[config.mk]
export PLATFORM = sky130hd
export DESIGN_NAME = sync_fifo_param
export DESIGN_NICKNAME = d
export VERILOG_FILES = /design/src/rtl/fifo_pkg.sv /design/src/rtl/fifo_mem.sv /design/src/rtl/sync_fifo_param.sv
export SDC_FILE = /design/constraint.sdc
export NUM_CORES = 1
export LEC_CHECK = 0
export CORE_ASPECT_RATIO = 2
export CORE_MARGIN = 8
export CORE_UTILIZATION = 59
export DETAILED_ROUTE_END_ITERATION = 7
export PLACE_DENSITY_LB_ADDON = 0.12
export SLEW_MARGIN = 30
export SYNTH_ARGS = -nofsm -noshare
export SYNTH_HDL_FRONTEND = slang
export SYNTH_HIERARCHICAL = 1
export SYNTH_SLANG_ARGS = --single-unit
[constraint.sdc]
create_clock -name clk -period 3.4 [get_ports clk]
set_clock_uncertainty 0.05 [all_clocks]
set_input_delay 1.02 -clock clk [delete_from_list [all_inputs] [get_ports clk]]
set_output_delay 1.02 -clock clk [all_outputs]
set_load 0.05 [all_outputs]
[src/rtl/fifo_pkg.sv]
// Shared definitions for the FIFO family (sync, and later async/multichannel).
//   clog2()          : ceiling log2, usable in constant expressions
//   FIFO_MODE_STD    : registered read, dout updates the cycle after rd_en
//   FIFO_MODE_FWFT   : first-word-fall-through, head word shown on dout
package fifo_pkg;

  localparam int FIFO_MODE_STD  = 0;
  localparam int FIFO_MODE_FWFT = 1;

  function automatic int clog2(input int value);
    int res;
    int v;
    res = 0;
    v   = value - 1;
    while (v > 0) begin
      res = res + 1;
      v   = v >> 1;
    end
    return res;
  endfunction

endpackage

[src/rtl/fifo_mem.sv]
// Storage array for sync_fifo_param: DATA_W x DEPTH simple dual-port memory.
//   clk   : write clock
//   we    : write enable
//   waddr : write address
//   wdata : write data
//   raddr : asynchronous read address
//   rdata : read data (combinational from raddr)
// No reset on purpose so tools can map it to distributed/block RAM.
module fifo_mem #(
  parameter int DATA_W = 8,
  parameter int DEPTH  = 16,
  parameter int ADDR_W = 4
) (
  input  logic              clk,
  input  logic              we,
  input  logic [ADDR_W-1:0] waddr,
  input  logic [DATA_W-1:0] wdata,
  input  logic [ADDR_W-1:0] raddr,
  output logic [DATA_W-1:0] rdata
);

  logic [DATA_W-1:0] mem [DEPTH];

  always_ff @(posedge clk) begin
    if (we) begin
      mem[waddr] <= wdata;
    end
  end

  assign rdata = mem[raddr];

endmodule

[src/rtl/sync_fifo_param.sv]
// Parametrised single-clock FIFO with full-depth occupancy.
//   clk, rst      : clock (rising edge), async active-high reset
//   wr_en, din    : write request and data
//   rd_en         : read request (FWFT: pop the head word)
//   dout          : read data
//   full, empty   : count == DEPTH / count == 0
//   almost_full   : count >= AF_LEVEL
//   almost_empty  : count <= AE_LEVEL
//   count         : occupancy 0..DEPTH
//   overflow      : one-cycle pulse, write rejected
//   underflow     : one-cycle pulse, read rejected
// All flags are registered from the next-state count, so they always agree
// with count and have no combinational path from the enables.
module sync_fifo_param
  import fifo_pkg::*;
#(
  parameter  int DATA_W   = 8,
  parameter  int DEPTH    = 16,
  parameter  int AF_LEVEL = DEPTH - 2,
  parameter  int AE_LEVEL = 2,
  parameter  int FWFT     = FIFO_MODE_STD,
  localparam int PTR_W    = clog2(DEPTH)
) (
  input  logic              clk,
  input  logic              rst,
  input  logic              wr_en,
  input  logic [DATA_W-1:0] din,
  input  logic              rd_en,
  output logic [DATA_W-1:0] dout,
  output logic              full,
  output logic              empty,
  output logic              almost_full,
  output logic              almost_empty,
  output logic [PTR_W:0]    count,
  output logic              overflow,
  output logic              underflow
);

  typedef logic [PTR_W:0] cnt_t;

  localparam cnt_t DEPTH_CNT = cnt_t'(DEPTH);
  localparam cnt_t AF_CNT    = cnt_t'(AF_LEVEL);
  localparam cnt_t AE_CNT    = cnt_t'(AE_LEVEL);

  logic [PTR_W-1:0]  wr_ptr;
  logic [PTR_W-1:0]  rd_ptr;
  cnt_t              count_q;
  cnt_t              count_nxt;
  logic              full_q;
  logic              empty_q;
  logic              almost_full_q;
  logic              almost_empty_q;
  logic              overflow_q;
  logic              underflow_q;
  logic              rd_acc;
  logic              wr_acc;
  logic [DATA_W-1:0] mem_rdata;

  // A write while full is only safe when the head slot is freed this cycle.
  assign rd_acc = rd_en & ~empty_q;
  assign wr_acc = wr_en & (~full_q | rd_acc);

  always_comb begin
    count_nxt = count_q;
    unique case ({wr_acc, rd_acc})
      2'b10:   count_nxt = count_q + 1'b1;
      2'b01:   count_nxt = count_q - 1'b1;
      default: count_nxt = count_q;
    endcase
  end

  fifo_mem #(
    .DATA_W (DATA_W),
    .DEPTH  (DEPTH),
    .ADDR_W (PTR_W)
  ) u_mem (
    .clk   (clk),
    .we    (wr_acc),
    .waddr (wr_ptr),
    .wdata (din),
    .raddr (rd_ptr),
    .rdata (mem_rdata)
  );

  always_ff @(posedge clk or posedge rst) begin
    if (rst) begin
      wr_ptr         <= '0;
      rd_ptr         <= '0;
      count_q        <= '0;
      full_q         <= 1'b0;
      empty_q        <= 1'b1;
      almost_full_q  <= 1'b0;
      almost_empty_q <= 1'b1;
      overflow_q     <= 1'b0;
      underflow_q    <= 1'b0;
    end else begin
      if (wr_acc) begin
        wr_ptr <= wr_ptr + 1'b1;
      end
      if (rd_acc) begin
        rd_ptr <= rd_ptr + 1'b1;
      end
      count_q        <= count_nxt;
      full_q         <= (count_nxt == DEPTH_CNT);
      empty_q        <= (count_nxt == '0);
      almost_full_q  <= (count_nxt >= AF_CNT);
      almost_empty_q <= (count_nxt <= AE_CNT);
      overflow_q     <= wr_en & ~wr_acc;
      underflow_q    <= rd_en & ~rd_acc;
    end
  end

  generate
    if (FWFT == FIFO_MODE_FWFT) begin : g_fwft
      // Head word is read straight from the array; empty is registered, so a
      // word written on edge N is shown together with empty=0 after edge N.
      assign dout = empty_q ? '0 : mem_rdata;
    end else begin : g_std
      logic [DATA_W-1:0] dout_q;

      // When full with both enables, wr_ptr == rd_ptr: the old head is
      // captured here before the array slot is overwritten on the same edge.
      always_ff @(posedge clk or posedge rst) begin
        if (rst) begin
          dout_q <= '0;
        end else if (rd_acc) begin
          dout_q <= mem_rdata;
        end
      end

      assign dout = dout_q;
    end
  endgenerate

  assign full         = full_q;
  assign empty        = empty_q;
  assign almost_full  = almost_full_q;
  assign almost_empty = almost_empty_q;
  assign count        = count_q;
  assign overflow     = overflow_q;
  assign underflow    = underflow_q;

endmodule
=== Yosys cells after proc, flatten, opt, wreduce, memory -nomap -nowiden ===
Memories as Yosys holds them, arrays and structs flattened. A register that Yosys moved wholly into a read port is not among the register bits.
Index checks and enable logic that the tools add are counted.

* $lt $le $gt $ge: 2
* Multiplexer cells: 3
* Reduce and logical (&&, ||, !) cells: 1
* Add/subtract/negate cells: 4
* Bitwise logic cells: 9
* Eq/ne operators: 3

{| class="wikitable"
|+ Operator list
! operator !! number
|-
| $pmux W5 S2 || 1
|-
| $add A4 B1 Y4 const B || 2
|-
| $add A5 B1 Y5 const B || 1
|-
| $eq A5 B5 Y1 const B || 1
|-
| $ge A5 B4 Y1 const B || 1
|-
| $le A5 B2 Y1 const B || 1
|-
| $logic_not A5 Y1 || 1
|-
| $sub A5 B1 Y5 const B || 1
|-
| $and A1 B1 Y1 || 4
|-
| $not A1 Y1 || 4
|-
| $eq A2 B1 Y1 const B || 1
|-
| $eq A2 B2 Y1 const B || 1
|-
| $mux W1 || 2
|-
| $or A1 B1 Y1 || 1
|}

* Word-level logic and storage cells: 32
* Register bits after elaboration: 19
* Bits of input ports: 12
* Memories kept: 1
* Output and inout bits: 19
* Memory bits (writable): 128

{| class="wikitable"
|+ Memory list
! memory !! words !! width !! read ports !! clocked after Yosys merged registers in !! wr ports !! RTL line !! source
|-
| u_mem.mem || 16 || 8 || 1 || 1 || 1 || fifo_mem.sv:22 || <nowiki>logic [DATA_W-1:0] mem [DEPTH];</nowiki>
|}

=== Logic depth before layout (Yosys ltp) ===
Gate-level depths: netlist (run 1).

* Depth after elaboration: 7
* Mapped depth: 12
* Mapped depth without buffers: 11

=== Modules after synthesis ===
The synthesis (run 1) kept the hierarchy.

{| class="wikitable"
|+ Modules (own cells, without submodules)
! module !! instances !! area an instance (µm²) !! sequential area each (µm²) !! cells each
|-
| fifo_mem || 1 || 4987.3 || 3843.7 || 221
|-
| sync_fifo_param || 1 || 1255.0 || 678.2 || 120
|}

=== Least setup slack after synthesis (run 1) ===
No wires, ideal clock.

* Kind: input port to flip-flop
* From: input rd_en
* To: register empty_q (netlist: empty)
* Path buffers: 2
* Required time: 3.260 ns
* Path slack: 0.139 ns
* Arrival: 3.121 ns
* Library setup time: 0.090 ns
* Stages: 12
* Path through: nand2b_1 > inv_2 > clkbuf_1 > ha_1 > buf_4 > xor2_1 > ha_1 > a21o_1 > a221oi_1 > nor3_1 > nor2_1 > nor4b_2

* Longest elaborated chain between the ends: 6

{| class="wikitable"
|+ RTL lines
! item !! RTL line !! source
|-
| start, declared || sync_fifo_param.sv:28 || <nowiki>input logic rd_en,</nowiki>
|-
| $and A1 B1 Y1 * || sync_fifo_param.sv:60 || <nowiki>assign rd_acc = rd_en & ~empty_q;</nowiki>
|-
| via rd_acc || sync_fifo_param.sv:55 || <nowiki>logic rd_acc;</nowiki>
|-
| $or A1 B1 Y1 || sync_fifo_param.sv:61 || <nowiki>assign wr_acc = wr_en & (~full_q | rd_acc);</nowiki>
|-
| $and A1 B1 Y1 || sync_fifo_param.sv:61 ||
|-
| $eq A2 B1 Y1 / $eq A2 B2 Y1 (equally long branches) || sync_fifo_param.sv:65 || <nowiki>unique case ({wr_acc, rd_acc})</nowiki>
|-
| $pmux W5 S2 * || sync_fifo_param.sv:65 ||
|-
| $logic_not A5 Y1 * || sync_fifo_param.sv:105 || <nowiki>empty_q <= (count_nxt == '0);</nowiki>
|-
| end signal, assigned || sync_fifo_param.sv:105 ||
|-
| end, declared || sync_fifo_param.sv:50 || <nowiki>logic empty_q;</nowiki>
|}

Mark *: on every way through the listed nets, which the timed path passes. The rest lies on a longest branch.
A chain may end at the register's enable or synchronous reset.

=== Worst setup path after layout (run 1) ===
* From: input rd_en
* To: register almost_empty_q (netlist: almost_empty)

* Longest elaborated chain between the ends: 6

{| class="wikitable"
|+ RTL lines
! item !! RTL line !! source
|-
| $and A1 B1 Y1 * || sync_fifo_param.sv:60 ||
|-
| $or A1 B1 Y1 || sync_fifo_param.sv:61 ||
|-
| $and A1 B1 Y1 || sync_fifo_param.sv:61 ||
|-
| $eq A2 B1 Y1 / $eq A2 B2 Y1 (equally long branches) || sync_fifo_param.sv:65 ||
|-
| $pmux W5 S2 * || sync_fifo_param.sv:65 ||
|-
| $le A5 B2 Y1 * || sync_fifo_param.sv:107 || <nowiki>almost_empty_q <= (count_nxt <= AE_CNT);</nowiki>
|-
| end signal, assigned || sync_fifo_param.sv:107 ||
|-
| end, declared || sync_fifo_param.sv:52 || <nowiki>logic almost_empty_q;</nowiki>
|}

Mark *: on every way between the ends. The rest lies on a longest branch, timed or not.

==> impl_results.md, run 1 <==
* Hold_buf cts at 0
* Largest net degree at the start of global routing at 36
* Post-Synthesis Cells at ~340
* Ys flop type: edfxtp_1
* Clock root cell: clkbuf_16
* Vias/cell at 5.80
* Fmax at roughly 320 MHz
* Port Buf Inserts at 30
* Initial Util at about 60%
* Post-route ant nets at 0
* First-pass GRT wire length at 18900 µm
* Die area at 14300 µm²
* Min-Delay Path Depth at 2
* Synth-to-Final Area Change at 18.4%
* Final hold viol count at 0
* Top Ports at 31
* Status: finished clean
* Die H at 161 µm
* Layout fillers at 679
* Via Count at 3208
* WL per Instance at ~22 µm
* HP Class: reg -> reg
* Top cells by area, synth: edfxtp_1 (62%), dfrtp_1 (10%), mux4_2 (6.5%), mux4_1 (5.9%), nand2_1 (2.6%)
* Asr flop ratio synth at between 10% and 20%
* Vias in the first global route at approximately 3.4k
* EDFF count, synth at 128
* Dominant cell type by area after synthesis: edfxtp_1
* Sequential share of the synthesized area at 72.4%
* Worst hold start: dout[5]$_DFFE_PP0P_
* Worst Path Required at 3.66 ns
* Hold Worst Slack at about 0.43 ns
* Row count at 53
* Synth top area share at 61.6%
* Synthesized area at between 6000 and 7000 µm²
* Clk slew on worst S/H paths at 0.06 ns
* Min-Delay Endpoint: dout[5]$_DFFE_PP0P_
* Area of the multi-input gates at 1580 µm²
* CTS sink count at 155
* Postcts setup bufs at 0
* DRC viols at 0
* Total leakage power at 0.00266 µW
* Initial antenna violation count at 0
* DRT iter0 DRCs at 254
* Relative slew slack at 56.5%
* CTS Buffer Depth at 2
* Worst r2r dst: almost_empty$_DFF_PP1_
* Worst Path Max Fanout at 3
* Min Tclk post-route at around 3.1 ns
* Htree depth at 4
* Period utilization at 91.8%
* Worst vdd ir at 632 µV
* CP Capture Type: flop
* RSZ-0062 raised after global routing: no
* Worst Reg-to-Reg Cells at 10
* Count of final max-slew check failures at 0
* Yosys warning count at 6
* Synthesized net count at 358
* Synth top cells by count: edfxtp_1 (128), nand2_1 (44), dfrtp_1 (25), mux4_2 (18), a22oi_1 (16)
* Worst EP arrival at roughly 3.4 ns
* Final nets at 420
* Worst Setup Path Type: in -> reg
* Final WS setup at 0.278 ns
* Layout cells sized above 1 at a little over a fifth
* Core area at 10400 µm²
* Critical path startpoint category: primary input
* Max Cap Viol at 0
* Worst flop-to-flop path startpoint: empty$_DFF_PP1_
* PwrDens at 896 nW/µm²
* Die W at 88.7 µm
* Gr ovfl total at 0
* CTS tree: done
* Dpl hpwl at about 8200 µm
* Synth Area per Inst at around 18 µm²
* FF/Latch Area at between 4000 and 5000 µm²
* Clock latency on the worst-skew pair at 0.42 ns
* RD Place Congestion at 0.912
* Final Setup Violations at 0
* R2R Setup Slk at 0.81 ns
* Top-count cell post-synth: edfxtp_1
* Total GRT Usage at ~19%
* Worst slew pin tran at 0.650 ns
* Seq cells post-synth at approximately 160
* Dpl ws at -0.142 ns
* Routed WL at 12000 µm
* CTS Buf Count at 17
* # diodes at 0
* Drt first pass iters at 4
* Yosys cell types at 48
* CTS-repair resized insts at 0
-- layer usage --
layer  global-route usage [%]  up-vias  wire [µm]
li1                         -     1475          -
met1                     18.8     1632       4250
met2                     32.5       78       6910
met3                     4.94       23        481
met4                     10.2        0        347
met5                        0        -          0
-- layout by cell type (no fill, tap or decap), types with 3 or more instances in the layout --
cell,Yosys,layout
a22oi_1,16,16
and2_1,3,3
buf_4,2,26
clkbuf_16,0,18
clkdlybuf4s50_1,0,30
clkinv_4,0,3
dfrtp_1,25,24
edfxtp_1,128,128
ha_1,5,5
inv_1,7,7
inv_6,0,4
mux4_1,14,14
mux4_2,18,18
nand2_1,44,44
nand2b_1,3,3
nand3b_1,3,3
nor2_1,15,15
nor3_1,5,5
xnor2_1,7,7
-- layout make-up --
cell class                      count  share of cell area (%)
Inverter                            9                   0.457
Multi-Input combinational cell    163                    21.4
Clock buffer                       21                    6.52
Sequential cell                   155                    61.2
Tap cell                          137                    2.32
Timing Repair Buffer               57                    6.97
Clock inverter                     11                    1.15
-- metrics by stage --
stage	TNS (ns)	utilization [%]	instance area (µm²)	instances	total power, µW
after global routing	0	71.0	7390	553	6940
after floorplan	0	-	6240	341	4220
after CTS	0	71.0	7390	553	6680
after detailed placement	-0.583	65.6	6830	521	4890
after global placement	-0.429	65.6	6830	521	4840
final	0	71.0	7390	553	6620
-- power breakdown --
| group | leakage [µW] | total, µW | internal, µW | switching (µW) |
|---|---|---|---|---|
| Combinational | 0.000907 | 2210 | 943 | 1260 |
| Clock | 0.000274 | 1770 | 1020 | 750 |
| Sequential | 0.00148 | 2640 | 2390 | 251 |
| Total | 0.00266 | 6620 | 4350 | 2270 |
-- worst max-delay path by stage --
stage / depth (start not counted) / start / slack [ns] / end
2_1_floorplan: 12 / rd_en / 0.14 / empty$_DFF_PP1_
3_3_place_gp: 13 / rd_en / -0.11 / almost_full$_DFF_PP0_
3_5_place_dp: 12 / rd_en / -0.14 / almost_empty$_DFF_PP1_
4_1_cts: 12 / rd_en / 0.29 / almost_empty$_DFF_PP1_
5_1_grt: 12 / rd_en / 0.10 / almost_empty$_DFF_PP1_
6_report: 12 / rd_en / 0.28 / almost_empty$_DFF_PP1_
-- sequential cells by signal (all words and copies together) (netlist names), 4 cells and up --
| register | cells |
|---|---|
| u_mem/mem | 128 |
| count | 5 |
| dout | 8 |
| wr_ptr | 4 |
| rd_ptr | 4 |
-- cells by family (layout without fill, tap and decap cells) --
family | count (synthesis) | after routing | synth area share (%)
adders and majority gates | 5 | 5 | 1.00
AOI/OAI and AO/OA | 29 | 29 | 3.81
xor gates and xnor gates | 9 | 9 | 1.26
buffers and inverters | 23 | 98 | 2.22
and+or+nand+nor | 86 | 86 | 6.53
muxes | 34 | 34 | 12.7
DFF | 155 | 155 | 72.4
-- critical path, stage by stage --
cell	delay, ns
clkdlybuf4s50_1	0.47
nand2b_1	0.10
nand2_1	0.08
nand2_1	0.07
ha_1	0.21
xor2_1	0.17
ha_1	0.22
a21o_1	0.18
xnor2_1	0.14
o21ai_0	0.20
o2111ai_1	0.25
a2111oi_2	0.28
(Power assumes the default switching activity.)
==> run 2: changes to the inputs <==
--- a/config.mk
+++ b/config.mk
@@ -5,9 +5,10 @@
 export SDC_FILE = /design/constraint.sdc
 export NUM_CORES = 1
 export LEC_CHECK = 0
+export ABC_AREA = 1
 export CORE_ASPECT_RATIO = 2
-export CORE_MARGIN = 8
-export CORE_UTILIZATION = 59
+export CORE_MARGIN = 4
+export CORE_UTILIZATION = 50
 export DETAILED_ROUTE_END_ITERATION = 7
 export PLACE_DENSITY_LB_ADDON = 0.12
 export SLEW_MARGIN = 30
==> impl_results.md, run 2 <==
* WL per Instance at approximately 18 µm
* Post-Synthesis Cells at 697
* Gr ovfl total at 0
* Sequential share of the synthesized area at 65.1%
* Status: finished clean
* Synth Area per Inst at 9.96 µm²
* Seq cells post-synth at roughly 160
* RSZ-0062 raised after global routing: no
* Clock latency on the worst-skew pair at 0.41 ns
* Post-route ant nets at 0
* Vias/cell at roughly 5.3
* Routed WL at 16200 µm
* Synth-to-Final Area Change at 15.5%
* Critical path startpoint category: primary input
* Final hold viol count at 0
* Placed insts at between 800 and 900
* Worst Reg-to-Reg Cells at 18
* Min Tclk post-route at 3.07 ns
* Most flops, register: u_mem/mem
* EDFF count, synth at 128
* Top Ports at 31
* Drt first pass iters at 5
* Worst Path Required at 3.69 ns
* Period utilization at 90.3%
* Area after DPL at 7460 µm²
* Sw frac at 41.2%
* Psw at 3000 µW
* Via Count at 4801
* Hold_buf cts at 0
* Final instance area at 8020 µm²
* Port Buf Inserts at 30
* Hold Worst Slack at between 0.4 and 0.5 ns
* Initial antenna violation count at 0
* Total leakage power at 0.00359 µW
* Worst Setup Path Type: in -> reg
* Power share of the clock group at 24.7%
* Die W at 91.3 µm
* First-pass GRT wire length at ~26000 µm
* Synthesized net count at 714
* Synthesized area at 6940 µm²
* Synth Area in XOR/XNOR at less than 1%
* CTS-repair resized insts at 0
* Vias in the first global route at roughly 4.9k
* DRC viols at 0
* Worst vdd ir at 701 µV
* Die H at 175 µm
* Row count at 60
* Clk slew on worst S/H paths at 0.06 ns
* Htree depth at 4
* Yosys cell types at 28
* HP Class: reg -> reg
* Count of final max-slew check failures at 0
* CTS tree: done
* DRT iter0 DRCs at 370
* Min-Delay Path Depth at 2
* # diodes at 0
* P_int at about 4300 µW
* Max reg flops at 128
* CP Capture Type: flop
* Die area at roughly 16000 µm²
* Post-Route Utilization at 59.4%
* Top-count cell post-synth: nand2_1
* Postcts setup bufs at 0
* Ys flop type: edfxtp_1
* Most frequent cells in the layout: nand2_1 (230), edfxtp_1 (128), inv_1 (116), nand3_1 (104), clkdlybuf4s50_1 (30)
* Pwr Total at 7280 µW
* RD Place Congestion at about 0.8
* Core area at roughly 14000 µm²
* Synth top area share at ~55%
* Fmax at 326 MHz
* Top cells by area, synth: edfxtp_1 (55%), nand2_1 (12%), dfrtp_1 (9.0%), nand3_1 (7.5%), inv_1 (6.3%)
* Worst Path Max Fanout at 3
* Final nets at 762
* Dominant cell type by area after synthesis: edfxtp_1
* Seq pwr share at a little over a third
* Clock root cell: clkbuf_16
* Synth top cells by count: nand2_1 (230), edfxtp_1 (128), inv_1 (116), nand3_1 (104)
* Final Setup Violations at 0
* CTS Buf Count at 17
* Most common cell after layout, fill and taps aside: nand2_1
* CTS sink count at ~160
* R2R Setup Slk at 1.01 ns
* Total GRT Usage at 21.7%
* Layout fillers at around 1.2k
* Initial Util at 51.4%
* CTS Buffer Depth at 2
* Main combinational cell family by area after synthesis: simple AND/OR/NAND/NOR gates
* Synth Area in Adders at 0.901%
* Synth Area in Compound Gates at 0.721%
* Dpl hpwl at 10700 µm
* Post-synthesis mux area share at 0%
* Post-Synth Simple-Gate Area at 23.3%
* Worst EP arrival at 3.36 ns
* Combinational Power Share at 39.8%
* Layout cells sized above 1 at 10.4%
* Worst slew pin tran at 0.770 ns
* PwrDens at 908 nW/µm²
* Asr flop ratio synth at between 15 and 20%
* Max Cap Viol at 0
* Largest net degree at the start of global routing at slightly below 70
* Fin cells at 913
* Relative slew slack at about half
* Yosys warning count at 6
run 2: cell types whose count changed after synthesis, sizes merged, moves of 5 or more:
cell | before | now
nand2 | 44 | 236
nand3 | 2 | 108
a22oi | 16 | 0
inv | 9 | 120
buf | 10 | 24
nor3 | 5 | 0
mux4 | 32 | 0
nor2 | 15 | 27
run 2: cell type report:
cell class	count	area, µm²	share of cell area, %
sequential	155	4520	56.4
multi-input combinational	395	1790	22.4
timing repair buffer	56	495	6.18
inverter	120	450	5.62
clock buffer	17	425	5.30
tap	155	194	2.42
clock inverter	15	140	1.75
run 2: metal layers:
layer	track usage [%]	wire [µm]	vias up	share of wire (%)
met3	4.27	705	35	4.3
met2	39.4	8750	148	54
li1	-	-	2324	-
met1	23.9	6140	2294	38
met4	10.1	614	0	3.8
met5	0	0	-	0
run 2: stage by stage:
step	TNS (ns)	setup slack, ns
6_report	0	0.330
5_1_grt	0	0.0957
4_1_cts	0	0.348
3_5_place_dp	-0.213	-0.0826
3_3_place_gp	0	0.0495
2_1_floorplan	0	0.474
run 2: worst paths after layout:
kind                                startpoint                   to
max in group asynchronous                  rst      empty$_DFF_PP1_
min in group asynchronous                  rst  dout[5]$_DFFE_PP0P_
setup / recovery                         rd_en       full$_DFF_PP0_
setup reg to reg               empty$_DFF_PP1_       full$_DFF_PP0_
hold reg to reg            dout[3]$_DFFE_PP0P_  dout[3]$_DFFE_PP0P_
hold / removal             dout[3]$_DFFE_PP0P_  dout[3]$_DFFE_PP0P_
run 2: logic make-up (layout without fill, tap and decap cells):
group / Yosys count / count (layout)
simple gates: 378 / 378
flops: 155 / 155
buf+inv: 147 / 208
xor+xnor: 7 / 7
fa+ha+maj: 5 / 5
compound gates: 5 / 5
run 2: critical path: stages:
cell and delay (ns):
clkdlybuf4s50_1 0.48, inv_1 0.07, nor2_4 0.08, inv_1 0.07, a21oi_4 0.12, inv_1 0.08, ha_1 0.23, nor2_1 0.16
nor2_2 0.07, ha_1 0.18, inv_1 0.06, nand2_1 0.10, inv_1 0.08, nand2_1 0.07, nand3_2 0.08, nand2_2 0.07
nor2_1 0.12, nand3_2 0.10, nor2_1 0.11
run 2: power groups by stage:
stage	Clock, µW	Combinational (µW)	Sequential [µW]
finish	1800	2900	2580
global route	1930	3190	2630
CTS	1830	2910	2590
detailed placement	0	2890	2630
global placement	0	2830	2620
floorplan	0	1710	2930
